## src/rtl/ga_pkg.sv

```systemverilog
// Shared GA datapath types: default widths, fitness/chromosome types, scan states.
// Pure declarations; no latency and no flow control.
package ga_pkg;

   localparam int CHROM_WIDTH = 8;
   localparam int FIT_WIDTH   = 27;

   typedef logic [CHROM_WIDTH-1:0] chrom_t;
   typedef logic [FIT_WIDTH-1:0]   fit_t;

   // Lower fitness is better, so all ones can never win a comparison.
   localparam fit_t FIT_WORST = '1;

   typedef enum logic [2:0] {
      S_IDLE,
      S_CLEAR,
      S_ISSUE,
      S_DRAIN,
      S_DONE
   } scan_state_t;

endpackage

```

## src/rtl/fit_align_pipe.sv

```systemverilog
// Fixed-depth delay line that carries a chromosome pair and its valid bits.
// Latency DEPTH cycles; no backpressure, one entry accepted every cycle.
module fit_align_pipe #(
   parameter int DEPTH = 2,
   parameter int WIDTH = 17
) (
   input  logic             clk,
   input  logic             reset,
   input  logic             pair_vld,
   input  logic [WIDTH-1:0] pair_dat,
   output logic             aligned_vld,
   output logic [WIDTH-1:0] aligned_dat,
   output logic             any_vld
);

   logic [DEPTH-1:0] vld_q;
   logic [WIDTH-1:0] dat_q [DEPTH];

   always_ff @(posedge clk or posedge reset) begin
      if (reset) begin
         vld_q <= '0;
         for (int i = 0; i < DEPTH; i++) dat_q[i] <= '0;
      end else begin
         vld_q[0] <= pair_vld;
         dat_q[0] <= pair_dat;
         for (int i = 1; i < DEPTH; i++) begin
            vld_q[i] <= vld_q[i-1];
            dat_q[i] <= dat_q[i-1];
         end
      end
   end

   assign aligned_vld = vld_q[DEPTH-1];
   assign aligned_dat = dat_q[DEPTH-1];
   assign any_vld     = |vld_q;

endmodule

```

## src/rtl/pop_pair_streamer.sv

```systemverilog
// Per generation: clear tracker, stream population pairs through the evaluators, present aligned results.
// Latency issue->output 2+FIT_LATENCY cycles; no backpressure, the tracker must accept one pair per cycle.
module pop_pair_streamer #(
   parameter int CHROM_WIDTH = ga_pkg::CHROM_WIDTH,
   parameter int FIT_WIDTH   = ga_pkg::FIT_WIDTH,
   parameter int POP_SIZE    = 10,
   parameter int ADDR_WIDTH  = 4,
   parameter int FIT_LATENCY = 2
) (
   input  logic                   clk,
   input  logic                   reset,
   input  logic                   start,
   output logic [ADDR_WIDTH-1:0]  mem_addr1,
   output logic [ADDR_WIDTH-1:0]  mem_addr2,
   output logic                   mem_rd_en,
   input  logic [CHROM_WIDTH-1:0] mem_rdata1,
   input  logic [CHROM_WIDTH-1:0] mem_rdata2,
   output logic [CHROM_WIDTH-1:0] eval_chrom1,
   output logic [CHROM_WIDTH-1:0] eval_chrom2,
   input  logic [FIT_WIDTH-1:0]   eval_fit1,
   input  logic [FIT_WIDTH-1:0]   eval_fit2,
   output logic                   best_clear,
   output logic [FIT_WIDTH-1:0]   fitness1,
   output logic [FIT_WIDTH-1:0]   fitness2,
   output logic [CHROM_WIDTH-1:0] chrom1,
   output logic [CHROM_WIDTH-1:0] chrom2,
   output logic                   enable_second,
   output logic                   pair_valid,
   output logic                   busy,
   output logic                   done
);

   import ga_pkg::*;

   localparam int                    NUM_PAIRS = (POP_SIZE + 1) / 2;
   localparam logic [ADDR_WIDTH-1:0] LAST_PAIR = ADDR_WIDTH'(NUM_PAIRS - 1);
   localparam int                    PAIR_W    = 1 + 2 * CHROM_WIDTH;
   localparam logic [FIT_WIDTH-1:0]  FIT_NONE  = '1;

   scan_state_t             state;
   logic [ADDR_WIDTH-1:0]   pair_idx;
   logic [ADDR_WIDTH-1:0]   next_idx;
   logic [ADDR_WIDTH:0]     even_slot;
   logic                    odd_slot_ok;
   logic                    issue_sec;
   logic                    rd_vld;
   logic                    rd_sec;
   logic                    aligned_vld;
   logic                    pipe_busy;
   logic [PAIR_W-1:0]       aligned_dat;
   logic                    aligned_sec;
   logic [CHROM_WIDTH-1:0]  aligned_c1;
   logic [CHROM_WIDTH-1:0]  aligned_c2;

   always_comb begin
      next_idx    = (state == S_CLEAR) ? '0 : pair_idx + ADDR_WIDTH'(1);
      even_slot   = {next_idx, 1'b0};
      odd_slot_ok = (int'(even_slot) + 1) < POP_SIZE;
   end

   always_ff @(posedge clk or posedge reset) begin
      if (reset) begin
         state      <= S_IDLE;
         pair_idx   <= '0;
         best_clear <= 1'b0;
         busy       <= 1'b0;
         done       <= 1'b0;
         mem_rd_en  <= 1'b0;
         mem_addr1  <= '0;
         mem_addr2  <= '0;
         issue_sec  <= 1'b0;
      end else begin
         best_clear <= 1'b0;
         done       <= 1'b0;
         mem_rd_en  <= 1'b0;
         mem_addr1  <= '0;
         mem_addr2  <= '0;
         issue_sec  <= 1'b0;
         case (state)
            S_IDLE: begin
               if (start) begin
                  state      <= S_CLEAR;
                  best_clear <= 1'b1;
                  busy       <= 1'b1;
               end
            end
            // The CLEAR cycle already computes pair 0 so issue starts back-to-back.
            S_CLEAR, S_ISSUE: begin
               if (state == S_ISSUE && pair_idx == LAST_PAIR) begin
                  state <= S_DRAIN;
               end else begin
                  state     <= S_ISSUE;
                  pair_idx  <= next_idx;
                  mem_rd_en <= 1'b1;
                  mem_addr1 <= even_slot[ADDR_WIDTH-1:0];
                  if (odd_slot_ok) begin
                     mem_addr2 <= even_slot[ADDR_WIDTH-1:0] | ADDR_WIDTH'(1);
                     issue_sec <= 1'b1;
                  end
               end
            end
            S_DRAIN: begin
               if (!rd_vld && !pipe_busy) begin
                  state <= S_DONE;
                  done  <= 1'b1;
                  busy  <= 1'b0;
               end
            end
            S_DONE:  state <= S_IDLE;
            default: state <= S_IDLE;
         endcase
      end
   end

   always_ff @(posedge clk or posedge reset) begin
      if (reset) begin
         rd_vld <= 1'b0;
         rd_sec <= 1'b0;
      end else begin
         rd_vld <= mem_rd_en;
         rd_sec <= issue_sec;
      end
   end

   assign eval_chrom1 = mem_rdata1;
   assign eval_chrom2 = mem_rdata2;

   fit_align_pipe #(
      .DEPTH (FIT_LATENCY),
      .WIDTH (PAIR_W)
   ) u_align (
      .clk         (clk),
      .reset       (reset),
      .pair_vld    (rd_vld),
      .pair_dat    ({rd_sec, mem_rdata1, mem_rdata2}),
      .aligned_vld (aligned_vld),
      .aligned_dat (aligned_dat),
      .any_vld     (pipe_busy)
   );

   assign {aligned_sec, aligned_c1, aligned_c2} = aligned_dat;

   // Bubbles carry worst fitness so the tracker can never latch them.
   always_ff @(posedge clk or posedge reset) begin
      if (reset) begin
         pair_valid    <= 1'b0;
         enable_second <= 1'b0;
         fitness1      <= FIT_NONE;
         fitness2      <= FIT_NONE;
         chrom1        <= '0;
         chrom2        <= '0;
      end else if (aligned_vld) begin
         pair_valid    <= 1'b1;
         fitness1      <= eval_fit1;
         chrom1        <= aligned_c1;
         enable_second <= aligned_sec;
         fitness2      <= aligned_sec ? eval_fit2 : FIT_NONE;
         chrom2        <= aligned_sec ? aligned_c2 : '0;
      end else begin
         pair_valid    <= 1'b0;
         enable_second <= 1'b0;
         fitness1      <= FIT_NONE;
         fitness2      <= FIT_NONE;
         chrom1        <= '0;
         chrom2        <= '0;
      end
   end

endmodule

```

## config.mk

```make
export PLATFORM = sky130hd
export DESIGN_NAME = pop_pair_streamer
export DESIGN_NICKNAME = d
export VERILOG_FILES = /design/src/rtl/ga_pkg.sv /design/src/rtl/fit_align_pipe.sv /design/src/rtl/pop_pair_streamer.sv
export SDC_FILE = /design/constraint.sdc
export NUM_CORES = 1
export LEC_CHECK = 0
export BUFFER_PORTS_ARGS = -buffer_cell sky130_fd_sc_hd__buf_2
export CAP_MARGIN = 20
export CORE_ASPECT_RATIO = 0.9
export CORE_MARGIN = 2
export CORE_UTILIZATION = 53
export CTS_BUF_LIST = sky130_fd_sc_hd__clkbuf_4 sky130_fd_sc_hd__clkbuf_8
export DETAILED_ROUTE_END_ITERATION = 7
export GPL_TIMING_DRIVEN = 0
export PLACE_DENSITY_LB_ADDON = 0.05
export RECOVER_POWER = 25
export SLEW_MARGIN = 20
export SYNTH_ARGS = -nofsm -noshare
export SYNTH_HDL_FRONTEND = slang
export SYNTH_SLANG_ARGS = --single-unit
export TNS_END_PERCENT = 20
```

## constraint.sdc

```tcl
create_clock -name clk -period 6 [get_ports clk]
set_input_delay 0.3 -clock clk [delete_from_list [all_inputs] [get_ports clk]]
set_output_delay 0.3 -clock clk [all_outputs]
set_load 0.05 [all_outputs]
```

# == Word level (Yosys, flattened, before mapping) ==
# Index checks and enable logic that the tools add are counted.
# word_totals
register_bits,130
in_bits,73
output_inout_bits,100
wordCells,71
# classes
addsub,2
order_cmp,1
n_eq_ne,6
muxes,30
n_bitwise,1
reduce_logical,11
# ops
op,n
$mux 27,3
$mux 4,6
$mux 8,3
$mux 1,14
$pmux 3 s3,1
$add 5x1->6 const B,1
$eq 3x2->1 const B,2
$lt 6x4->1 const B,1
$mux 3,2
$add 4x1->4 const B,1
$eq 4x3->1 const B,1
$ne 2x2->1 const B,2
$reduce_and 2->1,2
$reduce_or 2->1,2
$eq 3x1->1 const B,1
$logic_not 3->1,1
$reduce_and 3->1,1
$logic_and 1x1->1,2
$logic_not 1->1,2
$pmux 1 s2,1
$reduce_bool 2->1,1
$not 1->1,1

# == Depth between registers and ports, before layout ==
# Gate-level depths: netlist of the first run.
# logic_depth
ltp_word,7
depth_mapped,7
mapped_depth_nobuf,6

# == Modules after synthesis ==
# Synthesis of the first run repeated with hierarchy kept, for this count alone.
# unflattened
hier_cells,301
area_unflattened_um2,4400.5
# by_module_without_submodules
mod,instances,cells_per_inst,area_per_inst_um2,seq_area_each_um2
pop_pair_streamer,1,246,3362.0,2369.8
fit_align_pipe,1,55,1038.5,900.9

# == Worst setup path after synthesis of the first run ==
# No wires, ideal clock.
# synth_timing
kind,register to register
start,reg pair_idx[1]
end,reg issue_sec
setup_time_ns,0.083
arrival_time_ns,1.548
required_time_ns,5.917
slack_ns,4.369
path_stages_with_launch,8
path_buffers,1
period_less_slack_ns,1.631
path_cell_list,dfrtp_1 -> clkbuf_1 -> inv_1 -> ha_1 -> a211oi_1 -> a41oi_1 -> o22a_2 -> o22ai_1
# synth_between
elab_chain_cells,7
elab_cells_between_ends,9
cone_classes,add/sub: 2; order compare: 1; eq/ne: 1; mux: 4; reduce/logical: 1
# synth_rtl
item,line,source
start: declaration,pop_pair_streamer.sv:41,logic [ADDR_WIDTH-1:0] pair_idx;
start signal: assignment,pop_pair_streamer.sv:93,pair_idx <= next_idx;
$add 4x1->4,pop_pair_streamer.sv:56,next_idx = (state == S_CLEAR) ? '0 : pair_idx + ADDR_WIDTH'(1);
$mux 4,pop_pair_streamer.sv:56,
$add 5x1->6,pop_pair_streamer.sv:58,odd_slot_ok = (int'(even_slot) + 1) < POP_SIZE;
$lt 6x4->1,pop_pair_streamer.sv:58,
$mux 1,pop_pair_streamer.sv:96,if (odd_slot_ok) begin
$mux 1 (*),pop_pair_streamer.sv:89,if (state == S_ISSUE && pair_idx == LAST_PAIR) begin
$mux 1 (*),pop_pair_streamer.sv:79,case (state)
end signal: assignment,pop_pair_streamer.sv:71,issue_sec <= 1'b0;
end signal: assignment,pop_pair_streamer.sv:78,issue_sec <= 1'b0;
end signal: assignment,pop_pair_streamer.sv:98,issue_sec <= 1'b1;
end: declaration,pop_pair_streamer.sv:45,logic issue_sec;
# Every way passes the cells marked *; elsewhere a longest branch is shown, timed or not.
# A chain may end at the register's enable or synchronous reset.

==> impl_metrics.xml, run 1 <==
<?xml version="1.0" encoding="UTF-8"?>
<metrics>
  <group name="synth">
    <metric name="parity_gate_share_of_the_synthesized_area_counting_xor_and_xnor_cells" unit="%">0.2037</metric>
    <metric name="synthCells" unit="">292</metric>
    <metric name="seq_area_frac_synth" unit="%">76.08</metric>
    <metric name="postSynthNetCount" unit="">367</metric>
    <metric name="ys_warn_count" unit="">0</metric>
    <metric name="synth_seq_cells" unit="">128</metric>
    <metric name="compound_gate_fraction_of_synth_area" unit="%">3.318</metric>
    <metric name="ys_types" unit="">39</metric>
    <metric name="post_synth.cell_area_avg" unit="um^2">14.72</metric>
    <metric name="fraction_of_post_synthesis_cell_area_in_the_top_cell_type_by_area" unit="%">43.07</metric>
    <metric name="netlist.top_cell.by_area" unit="">dfrtp_1</metric>
    <metric name="muxShareOfSynthArea" unit="%">0.5821</metric>
    <metric name="post_synthesis_share_of_cell_area_spent_on_full_adders_half_adders_and_majority_gates" unit="%">0.5821</metric>
    <metric name="netlist_area" unit="um^2">4299</metric>
    <metric name="synthSimpleGateAreaFrac" unit="%">14.00</metric>
    <metric name="synth_top_family_by_area" unit="">simple AND/OR/NAND/NOR gates</metric>
    <metric name="post_synth_main_area_contributors" unit="">dfrtp_1, dfstp_2, nand2b_1, or2_2, buf_4</metric>
  </group>
  <group name="drt">
    <metric name="drtPass1Iterations" unit="">4</metric>
    <metric name="drc" unit="">0</metric>
    <metric name="detail_route.wl_per_cell" unit="um">13.70</metric>
    <metric name="dr.first_iter.drc_count" unit="">65</metric>
    <metric name="drt_wl_total" unit="um">8368</metric>
    <metric name="antenna_violating_nets_post_route" unit="">0</metric>
    <metric name="vias" unit="">2815</metric>
    <metric name="route.detailed.vias_per_inst" unit="">4.607</metric>
  </group>
  <group name="clock_network">
    <metric name="clkSinkCount" unit="">128</metric>
    <metric name="worst_setup_hold_path_clk_slew" unit="ns">0.07</metric>
    <metric name="post_cts_resize_count" unit="">0</metric>
    <metric name="tritoncts" unit="">done</metric>
    <metric name="number_of_cts_inserted_buffers" unit="">17</metric>
    <metric name="ctsLongestPathBuffers" unit="">2</metric>
    <metric name="later_pin_clock_latency_in_the_skew_report" unit="ns">0.42</metric>
    <metric name="cts_hold_repair.buffers" unit="">12</metric>
    <metric name="clock_tree.htree_level_count" unit="">4</metric>
    <metric name="root_buffer" unit="">clkbuf_8</metric>
    <metric name="postCtsSetupBuffers" unit="">0</metric>
  </group>
  <group name="place">
    <metric name="place.port_buffers" unit="">171</metric>
    <metric name="place.gp.congestion" unit="">0.8287</metric>
    <metric name="dp_hpwl" unit="um">5548</metric>
    <metric name="place.detailed.instances" unit="">563</metric>
  </group>
  <group name="power">
    <metric name="power_density" unit="nW/um^2">537.7</metric>
    <metric name="peak_vdd_ir" unit="mV">0.2682</metric>
    <metric name="post-layout-total-power" unit="mW">3.146</metric>
    <metric name="static-leakage-power" unit="nW">2.834</metric>
  </group>
  <group name="timing">
    <metric name="drv_slew" unit="">51</metric>
    <metric name="max_clock_freq" unit="MHz">465.2</metric>
    <metric name="fin_crit_sh" unit="%">35.83</metric>
    <metric name="worst_hold_slack" unit="ns">0.06297</metric>
    <metric name="maxSlewHeadroom" unit="%">-48.89</metric>
    <metric name="fin_skew" unit="ns">0.01446</metric>
    <metric name="layout_min_cycle_time" unit="ns">2.150</metric>
    <metric name="setup_viol" unit="">0</metric>
    <metric name="worstMarginPinSlew" unit="ns">2.221</metric>
    <metric name="rsz_0062_raised_after_global_routing" unit="">no</metric>
    <metric name="hold_violations" unit="">0</metric>
    <metric name="setup_total_negative_slack" unit="ns">0</metric>
  </group>
  <group name="grt">
    <metric name="grt_max_degree" unit="">79</metric>
    <metric name="grt_antenna_before_repair" unit="">0</metric>
    <metric name="leftover_overflow_at_the_end_of_global_routing" unit="">0</metric>
    <metric name="global_route.usage.total" unit="%">18.81</metric>
    <metric name="via_count_of_the_first_global_routing_pass" unit="">2637</metric>
    <metric name="grt_first_pass_wirelength" unit="um">12430</metric>
  </group>
  <group name="die">
    <metric name="io_pins" unit="">173</metric>
    <metric name="initial_util" unit="%">54.07</metric>
    <metric name="rows" unit="">31</metric>
    <metric name="die_w" unit="um">98.94</metric>
    <metric name="die_h" unit="um">89.44</metric>
    <metric name="die-area" unit="um^2">8849</metric>
    <metric name="coreArea" unit="um^2">7951</metric>
  </group>
  <group name="setup_path">
    <metric name="cp_num_cells" unit="">4</metric>
    <metric name="critical_path.startpoint_type" unit="">primary input</metric>
    <metric name="cpMaxStageDelayCell" unit="">clkinvlp_2</metric>
    <metric name="timing.critical_path.fanout_max" unit="">78</metric>
    <metric name="capturing_element_type_of_the_critical_path" unit="">async pin</metric>
    <metric name="critical_path_class" unit="">primary input to async pin</metric>
    <metric name="crit_family" unit="">buffers and inverters</metric>
    <metric name="r2r.worst_path.cells" unit="">7</metric>
    <metric name="worst_path_largest_cell_delay" unit="ns">1.27</metric>
    <metric name="worst-endpoint-arrival" unit="ns">2.67</metric>
    <metric name="cp.buffers_inverters" unit="">4</metric>
    <metric name="timing.critical_path.required" unit="ns">6.52</metric>
    <metric name="path_cells" unit="">dlygate4sd3_1 &gt; clkbuf_1 &gt; clkinvlp_2 &gt; buf_16</metric>
  </group>
  <group name="status">
    <metric name="status" unit="">finished, violations left</metric>
    <metric name="failed_checks" unit="">max-capacitance violations, max-slew violations</metric>
  </group>
  <group name="layout">
    <metric name="post_route_cells_drive_above_1_share" unit="%">56.84</metric>
    <metric name="finish.net_count" unit="">574</metric>
    <metric name="sequential_cell_area" unit="um^2">3271</metric>
    <metric name="multi_input_comb_area" unit="um^2">807.0</metric>
    <metric name="final_util" unit="%">73.58</metric>
    <metric name="stdcell_count" unit="">611</metric>
    <metric name="antenna_cells_inserted" unit="">0</metric>
    <metric name="area_growth" unit="%">36.09</metric>
    <metric name="num-fill-cells" unit="">576</metric>
  </group>
  <group name="job">
    <metric name="drv_cap" unit="">1</metric>
  </group>
  <group name="min_path">
    <metric name="min_path_cells" unit="">1</metric>
    <metric name="worst_hold_path_type" unit="">primary input to flip-flop</metric>
  </group>
</metrics>
## final timing paths
path	from	end	slack, ns
worst max-delay path	reset	fitness2[5]	3.85
worst min-delay path	mem_rdata2[3]	u_align.dat_q[20]	0.06
worst max register to register	pair_idx[1]	issue_sec	4.08
worst min register to register	u_align.dat_q[27]	u_align.aligned_dat[10]	0.34
max in group clk	pair_idx[1]	issue_sec	4.08
min in group asynchronous	reset	done	1.03
## cell type report
cell class | count | area share, %
flip-flops and latches | 128 | 55.90
repair buffers | 188 | 17.47
multi-input cells | 127 | 13.79
clock buffers | 18 | 4.234
plain buffers | 30 | 3.315
clock inverters | 14 | 2.695
well taps | 99 | 2.117
inverters | 7 | 0.4705
## cells by family (layout without fill, tap and decap cells)
family / Yosys count / after routing
DFF: 128 / 128
buffers and inverters: 37 / 257
xor gates and xnor gates: 1 / 1
AOI/OAI and AO/OA: 20 / 20
other: 1 / 1
and+or+nand+nor: 101 / 101
adders and majority gates: 2 / 2
muxes: 2 / 2
## metal layers
metal | vias up | GRT usage (%) | part of all wire, %
met5 | - | 0 | 0
met4 | 0 | 9.838 | 1.5
met3 | 11 | 6.099 | 5.9
met2 | 93 | 30.96 | 53
met1 | 1380 | 22.61 | 40
li1 | 1331 | - | -
## where the power goes
group          internal (mW)  leakage [nW]  switching [mW]
logic                  0.315          1.16           0.894
registers               1.13          1.48          0.0756
clock network          0.386         0.196           0.347
total                   1.83          2.83            1.32
## state kept, by name, summed over array words and instances (netlist names), 3 cells and up
| signal | cells |
|---|---|
| chrom1 | 8 |
| chrom2 | 8 |
| fitness1 | 27 |
| fitness2 | 27 |
| mem_addr1 | 3 |
| mem_addr2 | 3 |
| pair_idx | 4 |
| state | 3 |
| u_align.aligned_dat | 17 |
| u_align.dat_q | 17 |
## through the flow
stage,area (um^2),setup WS (ns)
after CTS,5837,4.111
final,5851,3.850
after detailed placement,5311,4.165
after global routing,5851,3.617
after floorplan,4299,2.377
after global placement,5279,1.217
## cells in the final DEF (no fill, tap or decap), types with 4 or more instances in the layout
cell type / count
or2_1: 5
and3_1: 10
nor2_1: 9
dfstp_2: 54
dlygate4sd3_1: 16
clkinv_4: 5
inv_1: 6
nor3_1: 4
and2_1: 8
nand2_1: 5
or2_2: 23
dfrtp_1: 74
buf_4: 19
nand2b_1: 28
buf_2: 156
clkbuf_8: 18
clkbuf_1: 25
## Yosys cell counts
| cell | n |
|---|---|
| buf_2 | 3 |
| and3b_1 | 1 |
| o21bai_1 | 1 |
| o22ai_1 | 1 |
| and2b_1 | 1 |
| a22o_1 | 3 |
| dfrtp_1 | 74 |
| a21boi_0 | 1 |
| a22oi_1 | 1 |
| nand2b_1 | 28 |
| or3_1 | 1 |
| o22a_1 | 1 |
| conb_1 | 1 |
| a211oi_1 | 1 |
| nand3_1 | 2 |
| nand2_1 | 5 |
| and2_1 | 8 |
| xnor2_1 | 1 |
| or2_2 | 23 |
| buf_4 | 19 |
| mux2_4 | 1 |
| a21oi_1 | 3 |
| o21ai_1 | 1 |
| and3_1 | 10 |
| nor3_2 | 2 |
| inv_1 | 7 |
| buf_6 | 1 |
| ha_1 | 2 |
| clkbuf_1 | 7 |
| nand3b_1 | 1 |
| o21ai_0 | 3 |
| a41oi_1 | 3 |
| dfstp_2 | 54 |
| nor3_1 | 4 |
| nor2b_1 | 1 |
| nor2_1 | 9 |
| mux2i_1 | 1 |
| or2_1 | 5 |
| o22a_2 | 1 |
(Power assumes the default switching activity.)
==> run 2, diff against run 1 <==
--- a/config.mk
+++ b/config.mk
@@ -9,7 +9,7 @@
 export CAP_MARGIN = 20
 export CORE_ASPECT_RATIO = 0.9
 export CORE_MARGIN = 2
-export CORE_UTILIZATION = 53
+export CORE_UTILIZATION = 50
 export CTS_BUF_LIST = sky130_fd_sc_hd__clkbuf_4 sky130_fd_sc_hd__clkbuf_8
 export DETAILED_ROUTE_END_ITERATION = 7
 export GPL_TIMING_DRIVEN = 0
==> constraint.sdc (replaced) <==
create_clock -name clk -period 2.1 [get_ports clk]
set_input_delay 0.105 -clock clk [delete_from_list [all_inputs] [get_ports clk]]
set_output_delay 0.105 -clock clk [all_outputs]
set_load 0.05 [all_outputs]
==> impl_metrics.xml, run 2 (synthesis results as in run 1) <==
<?xml version="1.0" encoding="UTF-8"?>
<metrics>
  <group name="timing">
    <metric name="fin_crit_sh" unit="%">89.00</metric>
    <metric name="hold_violations" unit="">0</metric>
    <metric name="max_clock_freq" unit="MHz">535.1</metric>
    <metric name="layout_min_cycle_time" unit="ns">1.869</metric>
    <metric name="worstMarginPinSlew" unit="ns">0.8593</metric>
    <metric name="rsz_0062_raised_after_global_routing" unit="">no</metric>
    <metric name="drv_slew" unit="">0</metric>
    <metric name="worst_hold_slack" unit="ns">0.1820</metric>
    <metric name="fin_skew" unit="ns">0.01784</metric>
    <metric name="setup_viol" unit="">0</metric>
    <metric name="maxSlewHeadroom" unit="%">42.71</metric>
  </group>
  <group name="drt">
    <metric name="vias" unit="">3076</metric>
    <metric name="antenna_violating_nets_post_route" unit="">0</metric>
    <metric name="met2RoutedLength" unit="um">5333</metric>
    <metric name="met3_length" unit="um">736</metric>
    <metric name="drtPass1Iterations" unit="">6</metric>
    <metric name="route.detailed.vias_per_inst" unit="">4.458</metric>
    <metric name="met1_length" unit="um">3656</metric>
    <metric name="drc" unit="">0</metric>
    <metric name="drt_wl_total" unit="um">9835</metric>
    <metric name="dr.max_layer_used" unit="">met4</metric>
    <metric name="dr.first_iter.drc_count" unit="">55</metric>
    <metric name="detail_route.wl_per_cell" unit="um">14.25</metric>
  </group>
  <group name="die">
    <metric name="rows" unit="">32</metric>
    <metric name="initial_util" unit="%">50.89</metric>
    <metric name="die_h" unit="um">91.97</metric>
    <metric name="io_pins" unit="">173</metric>
    <metric name="die_w" unit="um">101.7</metric>
    <metric name="coreArea" unit="um^2">8448</metric>
    <metric name="die-area" unit="um^2">9357</metric>
  </group>
  <group name="power">
    <metric name="peak_vdd_ir" unit="mV">0.7635</metric>
    <metric name="static-leakage-power" unit="nW">3.087</metric>
    <metric name="power_density" unit="nW/um^2">1400</metric>
  </group>
  <group name="layout">
    <metric name="layout.cells.most_common_list" unit="">buf_2, dfrtp_1, dlygate4sd3_1, dfstp_2, nand2b_1</metric>
    <metric name="final_util" unit="%">76.44</metric>
    <metric name="area_growth" unit="%">50.20</metric>
    <metric name="final_design_area_no_fill" unit="um^2">6457</metric>
    <metric name="stdcell_count" unit="">690</metric>
    <metric name="antenna_cells_inserted" unit="">0</metric>
    <metric name="post_route_cells_drive_above_1_share" unit="%">51.66</metric>
    <metric name="mostFrequentLayoutCell" unit="">buf_2</metric>
    <metric name="finish.net_count" unit="">633</metric>
    <metric name="top_regs" unit="">fitness1 x27, fitness2 x27</metric>
  </group>
  <group name="setup_path">
    <metric name="timing.critical_path.fanout_max" unit="">8</metric>
    <metric name="r2r.worst_path.cells" unit="">7</metric>
    <metric name="cpMaxStageDelayCell" unit="">dfrtp_1</metric>
    <metric name="worst-endpoint-arrival" unit="ns">2.20</metric>
    <metric name="timing.critical_path.required" unit="ns">2.43</metric>
    <metric name="critical_path.startpoint_type" unit="">flip-flop</metric>
    <metric name="capturing_element_type_of_the_critical_path" unit="">flip-flop</metric>
    <metric name="path_cells" unit="">clkbuf_1 &gt; inv_1 &gt; ha_1 &gt; a211oi_1 &gt; a41oi_1 &gt; o22a_2 &gt; nor3_1</metric>
    <metric name="worst_path_largest_cell_delay" unit="ns">0.35</metric>
    <metric name="critical_path_class" unit="">flip-flop to flip-flop</metric>
  </group>
  <group name="place">
    <metric name="place.detailed.instances" unit="">586</metric>
    <metric name="place.gp.congestion" unit="">0.7724</metric>
    <metric name="postPlaceCellArea" unit="um^2">5388</metric>
    <metric name="dp_hpwl" unit="um">6121</metric>
    <metric name="place.port_buffers" unit="">171</metric>
  </group>
  <group name="grt">
    <metric name="grt_antenna_before_repair" unit="">0</metric>
    <metric name="via_count_of_the_first_global_routing_pass" unit="">3296</metric>
    <metric name="global_route.usage.total" unit="%">22.79</metric>
    <metric name="leftover_overflow_at_the_end_of_global_routing" unit="">0</metric>
    <metric name="grt_max_degree" unit="">36</metric>
    <metric name="grt_first_pass_wirelength" unit="um">15770</metric>
  </group>
  <group name="clock_network">
    <metric name="root_buffer" unit="">clkbuf_8</metric>
    <metric name="number_of_cts_inserted_buffers" unit="">17</metric>
    <metric name="postCtsSetupBuffers" unit="">0</metric>
    <metric name="tritoncts" unit="">done</metric>
    <metric name="post_cts_resize_count" unit="">0</metric>
    <metric name="clkSinkCount" unit="">128</metric>
    <metric name="worst_setup_hold_path_clk_slew" unit="ns">0.08</metric>
    <metric name="clock_tree.htree_level_count" unit="">4</metric>
    <metric name="later_pin_clock_latency_in_the_skew_report" unit="ns">0.43</metric>
    <metric name="ctsLongestPathBuffers" unit="">2</metric>
  </group>
  <group name="status">
    <metric name="status" unit="">finished, final reports clean</metric>
  </group>
  <group name="job">
    <metric name="drv_cap" unit="">0</metric>
  </group>
  <group name="min_path">
    <metric name="worst_hold_path_type" unit="">primary input to async pin</metric>
  </group>
</metrics>
==> run 2: cell types whose count changed in the layout (fill, tap and decap cells not counted), sizes merged <==
cell,previous run,this run
clkinv,6,3
bufinv,2,1
clkbuf,43,44
dlygate4sd3,16,72
clkinvlp,4,3
inv,9,14
buf,177,179
==> run 2: path summary, 6_finish.rpt <==
path	to	slack [ns]	startpoint
worst max-delay path	mem_addr2[2]	0.23	pair_idx[1]
worst min-delay path	pair_idx[3]	0.18	reset
worst max register to register	mem_addr2[2]	0.23	pair_idx[1]
worst min register to register	u_align.aligned_dat[12]	0.34	u_align.dat_q[29]
max in group asynchronous	fitness2[9]	0.38	reset
min in group clk	u_align.aligned_dat[12]	0.34	u_align.dat_q[29]
==> run 2: final cells by class <==
| cell class | instances | area [um^2] |
|---|---|---|
| multi-input combinational | 127 | 807.0 |
| clock inverter | 14 | 146.4 |
| fill | 558 | 1991 |
| timing repair buffer | 247 | 1622 |
| buffer | 30 | 193.9 |
| inverter | 7 | 27.53 |
| sequential | 128 | 3271 |
| tap | 119 | 148.9 |
| clock buffer | 18 | 241.5 |
==> run 2: critical path, delay by kind of cell (launching register included) <==
family | cells | cell delay (ns)
AOI/OAI and AO/OA | 3 | 0.58
buffers and inverters | 2 | 0.36
DFF | 1 | 0.35
adders and majority gates | 1 | 0.34
and+or+nand+nor | 1 | 0.15
==> run 2: stage by stage <==
stage,TNS (ns),total power [mW],setup slack [ns]
after floorplan,0,6.170,0.4578
after global placement,-17.88,6.882,-0.2479
after global routing,0,9.511,0.07734
final,0,9.039,0.2311
after CTS,0,9.124,0.2177
after detailed placement,0,6.976,0.2560
==> run 2: repair_timing <==
action                                  CTS  global route
endpoints found under the setup margin    0             0
hold endpoints to repair                 98             0
hold buffers                             72             0
==> run 2: report_power, final <==
| group | internal (mW) | switching (mW) |
|---|---|---|
| clock network | 0.991 | 1.02 |
| registers | 3.22 | 0.220 |
| logic | 0.975 | 2.61 |
| total | 5.19 | 3.85 |
==> run 2: metal layers <==
metal  vias up  GRT usage, %
li1       1454             -
met1      1488         24.78
met2       123         40.46
met3        11         8.613
met4         0         7.545
met5         -             0
==> run 3, diff against run 2 <==
--- a/config.mk
+++ b/config.mk
@@ -14,9 +14,10 @@
 export DETAILED_ROUTE_END_ITERATION = 7
 export GPL_TIMING_DRIVEN = 0
 export PLACE_DENSITY_LB_ADDON = 0.05
-export RECOVER_POWER = 25
+export RECOVER_POWER = 100
 export SLEW_MARGIN = 20
 export SYNTH_ARGS = -nofsm -noshare
 export SYNTH_HDL_FRONTEND = slang
+export SYNTH_HIERARCHICAL = 1
 export SYNTH_SLANG_ARGS = --single-unit
 export TNS_END_PERCENT = 20
==> impl_metrics.xml, run 3 <==
<?xml version="1.0" encoding="UTF-8"?>
<metrics>
  <group name="synth">
    <metric name="netlist_top_cells_count" unit="">dfrtp_1, dfstp_2, buf_4, nand2b_1, or2_2</metric>
    <metric name="ys_warn_count" unit="">6</metric>
    <metric name="post_synth_main_area_contributors" unit="">dfrtp_1, dfstp_2, buf_4, nand2b_1, or2_2</metric>
    <metric name="synthFlopType" unit="">dfrtp_1</metric>
    <metric name="synthCells" unit="">301</metric>
    <metric name="synth_seq_cells" unit="">128</metric>
    <metric name="synth.most_common_cell" unit="">dfrtp_1</metric>
    <metric name="post_synth.cell_area_avg" unit="um^2">14.62</metric>
    <metric name="postSynthNetCount" unit="">376</metric>
    <metric name="fraction_of_post_synthesis_cell_area_in_the_top_cell_type_by_area" unit="%">42.08</metric>
    <metric name="ys_types" unit="">37</metric>
    <metric name="netlist.top_cell.by_area" unit="">dfrtp_1</metric>
    <metric name="seq_area_frac_synth" unit="%">74.32</metric>
    <metric name="netlist_area" unit="um^2">4400</metric>
    <metric name="number_of_enable_flip_flop_cells_after_synthesis" unit="">0</metric>
    <metric name="async_reset_ff_share" unit="%">100.0</metric>
  </group>
  <group name="clock_network">
    <metric name="post_cts_resize_count" unit="">0</metric>
    <metric name="clock_tree.htree_level_count" unit="">4</metric>
    <metric name="worst_setup_hold_path_clk_slew" unit="ns">0.07</metric>
    <metric name="ctsLongestPathBuffers" unit="">2</metric>
    <metric name="root_buffer" unit="">clkbuf_8</metric>
    <metric name="clkSinkCount" unit="">128</metric>
    <metric name="later_pin_clock_latency_in_the_skew_report" unit="ns">0.41</metric>
    <metric name="tritoncts" unit="">done</metric>
    <metric name="number_of_cts_inserted_buffers" unit="">17</metric>
  </group>
  <group name="drt">
    <metric name="vias" unit="">3038</metric>
    <metric name="detail_route.wl_per_cell" unit="um">13.71</metric>
    <metric name="drt_wl_total" unit="um">9558</metric>
    <metric name="drc" unit="">0</metric>
    <metric name="drtPass1Iterations" unit="">6</metric>
    <metric name="dr.first_iter.drc_count" unit="">85</metric>
    <metric name="route.detailed.vias_per_inst" unit="">4.359</metric>
    <metric name="antenna_violating_nets_post_route" unit="">0</metric>
  </group>
  <group name="timing">
    <metric name="maxSlewHeadroom" unit="%">13.74</metric>
    <metric name="max_clock_freq" unit="MHz">581.9</metric>
    <metric name="drv_slew" unit="">0</metric>
    <metric name="rsz_0062_raised_after_global_routing" unit="">no</metric>
    <metric name="fin_skew" unit="ns">0.01009</metric>
    <metric name="layout_min_cycle_time" unit="ns">1.719</metric>
    <metric name="final.setup.worst_slack" unit="ns">0.3815</metric>
    <metric name="worstMarginPinSlew" unit="ns">1.292</metric>
    <metric name="setup_viol" unit="">0</metric>
    <metric name="setup_total_negative_slack" unit="ns">0</metric>
    <metric name="fin_crit_sh" unit="%">81.84</metric>
    <metric name="worst_hold_slack" unit="ns">0.3499</metric>
    <metric name="hold_violations" unit="">0</metric>
  </group>
  <group name="setup_path">
    <metric name="cpMaxStageDelayCell" unit="">dfrtp_1</metric>
    <metric name="critical_path.startpoint_type" unit="">flip-flop</metric>
    <metric name="r2r_end" unit="">pair_idx[1]</metric>
    <metric name="worst-endpoint-arrival" unit="ns">2.05</metric>
    <metric name="timing.critical_path.fanout_max" unit="">7</metric>
    <metric name="cp_num_cells" unit="">6</metric>
    <metric name="capturing_element_type_of_the_critical_path" unit="">flip-flop</metric>
    <metric name="crit_family" unit="">simple AND/OR/NAND/NOR gates</metric>
    <metric name="path_cells" unit="">inv_1 &gt; ha_1 &gt; nand3b_2 &gt; nand4b_1 &gt; or2_0 &gt; o21ai_0</metric>
    <metric name="cp.buffers_inverters" unit="">1</metric>
    <metric name="worst_path_largest_cell_delay" unit="ns">0.45</metric>
    <metric name="r2r.worst_path.cells" unit="">6</metric>
    <metric name="timing.critical_path.required" unit="ns">2.44</metric>
    <metric name="r2r-start" unit="">pair_idx[0]</metric>
    <metric name="reg2reg_slack" unit="ns">0.38</metric>
    <metric name="critical_path_class" unit="">flip-flop to flip-flop</metric>
  </group>
  <group name="die">
    <metric name="coreArea" unit="um^2">8568</metric>
    <metric name="die_w" unit="um">102.9</metric>
    <metric name="die-area" unit="um^2">9568</metric>
    <metric name="die_h" unit="um">93</metric>
    <metric name="rows" unit="">32</metric>
    <metric name="io_pins" unit="">173</metric>
    <metric name="initial_util" unit="%">51.36</metric>
  </group>
  <group name="grt">
    <metric name="leftover_overflow_at_the_end_of_global_routing" unit="">0</metric>
    <metric name="grt_max_degree" unit="">37</metric>
    <metric name="grt_antenna_before_repair" unit="">0</metric>
    <metric name="grt_first_pass_wirelength" unit="um">14850</metric>
    <metric name="via_count_of_the_first_global_routing_pass" unit="">3126</metric>
    <metric name="global_route.usage.total" unit="%">20.91</metric>
  </group>
  <group name="power">
    <metric name="power.clock.fraction" unit="%">22.5</metric>
    <metric name="switching_share_of_power" unit="%">41.54</metric>
    <metric name="internal-power" unit="mW">5.036</metric>
    <metric name="peak_vdd_ir" unit="mV">0.8215</metric>
    <metric name="power_density" unit="nW/um^2">1345</metric>
    <metric name="power_frac_seq" unit="%">39.9</metric>
    <metric name="power.combinational.fraction" unit="%">37.6</metric>
    <metric name="post-layout-total-power" unit="mW">8.614</metric>
    <metric name="netSwitchingPower" unit="mW">3.578</metric>
    <metric name="static-leakage-power" unit="nW">2.892</metric>
  </group>
  <group name="min_path">
    <metric name="min_from" unit="">u_align/dat_q[23]</metric>
    <metric name="min_delay_worst_endpoint" unit="">u_align/aligned_dat[6]</metric>
    <metric name="min_path_cells" unit="">0</metric>
    <metric name="worst_hold_path_type" unit="">flip-flop to flip-flop</metric>
  </group>
  <group name="place">
    <metric name="place.port_buffers" unit="">171</metric>
    <metric name="place_ws" unit="ns">0.4720</metric>
    <metric name="place.gp.congestion" unit="">0.7625</metric>
    <metric name="dp_hpwl" unit="um">6126</metric>
  </group>
  <group name="layout">
    <metric name="num-fill-cells" unit="">626</metric>
    <metric name="layout.cells.most_common_list" unit="">clkbuf_1, dfrtp_1, dlygate4sd3_1, buf_2, dfstp_2</metric>
    <metric name="area_growth" unit="%">45.49</metric>
    <metric name="finish.net_count" unit="">641</metric>
    <metric name="final_util" unit="%">74.72</metric>
    <metric name="post_route_cells_drive_above_1_share" unit="%">37.20</metric>
    <metric name="top_regs" unit="">fitness1 x27, fitness2 x27</metric>
    <metric name="mostFrequentLayoutCell" unit="">clkbuf_1</metric>
    <metric name="antenna_cells_inserted" unit="">0</metric>
  </group>
  <group name="job">
    <metric name="drv_cap" unit="">0</metric>
  </group>
  <group name="status">
    <metric name="status" unit="">finished, final reports clean</metric>
  </group>
</metrics>
[run 3: cell count changes after synthesis, moves of 3 or more]
cell    before  now
a22o_1       3    0
buf_2        3    0
buf_4       19   36
inv_1        7   10
nor3_1       4    0
or2_1        5    1
or2_2       23   28
[run 3: power by group through the flow]
| stage | clock network (mW) | registers [mW] | logic, mW |
|---|---|---|---|
| 5_1_grt | 2.12 | 3.50 | 3.46 |
| 2_1_floorplan | 0 | 4.96 | 1.09 |
| 6_report | 1.94 | 3.44 | 3.24 |
| 3_3_place_gp | 0 | 3.45 | 3.28 |
| 4_1_cts | 2.01 | 3.42 | 3.46 |
| 3_5_place_dp | 0 | 3.46 | 3.34 |
[run 3: final cells by class]
| cell class | instances | area, um^2 | share of cell area [%] |
|---|---|---|---|
| sequential | 128 | 3271 | 51.08 |
| timing repair buffer | 246 | 1516 | 23.69 |
| multi-input combinational | 119 | 752.0 | 11.75 |
| buffer | 44 | 307.8 | 4.808 |
| clock buffer | 19 | 249.0 | 3.889 |
| tap | 119 | 148.9 | 2.326 |
| clock inverter | 12 | 118.9 | 1.857 |
| inverter | 10 | 38.79 | 0.6058 |
[run 3: cells by family after synthesis]
group / Yosys count / share of synthesized area (%)
xor+xnor: 1 / 0.1991
fa+ha+maj: 2 / 0.5686
compound gates: 18 / 2.815
other cells: 1 / 0.08522
buf+inv: 54 / 7.848
flops: 128 / 74.32
simple gates: 97 / 14.16
[run 3: worst max-delay path by stage]
stage | slack [ns] | to | startpoint
2_1_floorplan | 0.61 | mem_addr2[3] | pair_idx[0]
3_3_place_gp | 0.36 | enable_second | reset
6_report | 0.38 | pair_idx[1] | pair_idx[0]
3_5_place_dp | 0.47 | mem_addr2[0] | pair_idx[0]
4_1_cts | 0.45 | mem_addr2[0] | pair_idx[0]
5_1_grt | 0.23 | pair_idx[1] | pair_idx[0]
[run 3: what timing repair did]
action | CTS | global route
hold buffers | 72 | 0
endpoints found under the hold margin | 112 | 0
setup buffers | 0 | 0
[run 3: per-layer routing]
layer	wire [um]	share of wire [%]	GRT usage, %
met4	138	1.4	9.868
met5	0	0	0
met1	3752	39	24.38
met3	800	8.4	5.904
met2	4867	51	35.50
[run 3: per-stage QoR]
| step | cells | cell area [um^2] |
|---|---|---|
| floorplan | 301 | 4404 |
| detailed placement | 594 | 5492 |
| CTS | 697 | 6580 |
| global placement | 591 | 5409 |
| finish | 697 | 6402 |
| global route | 697 | 6402 |
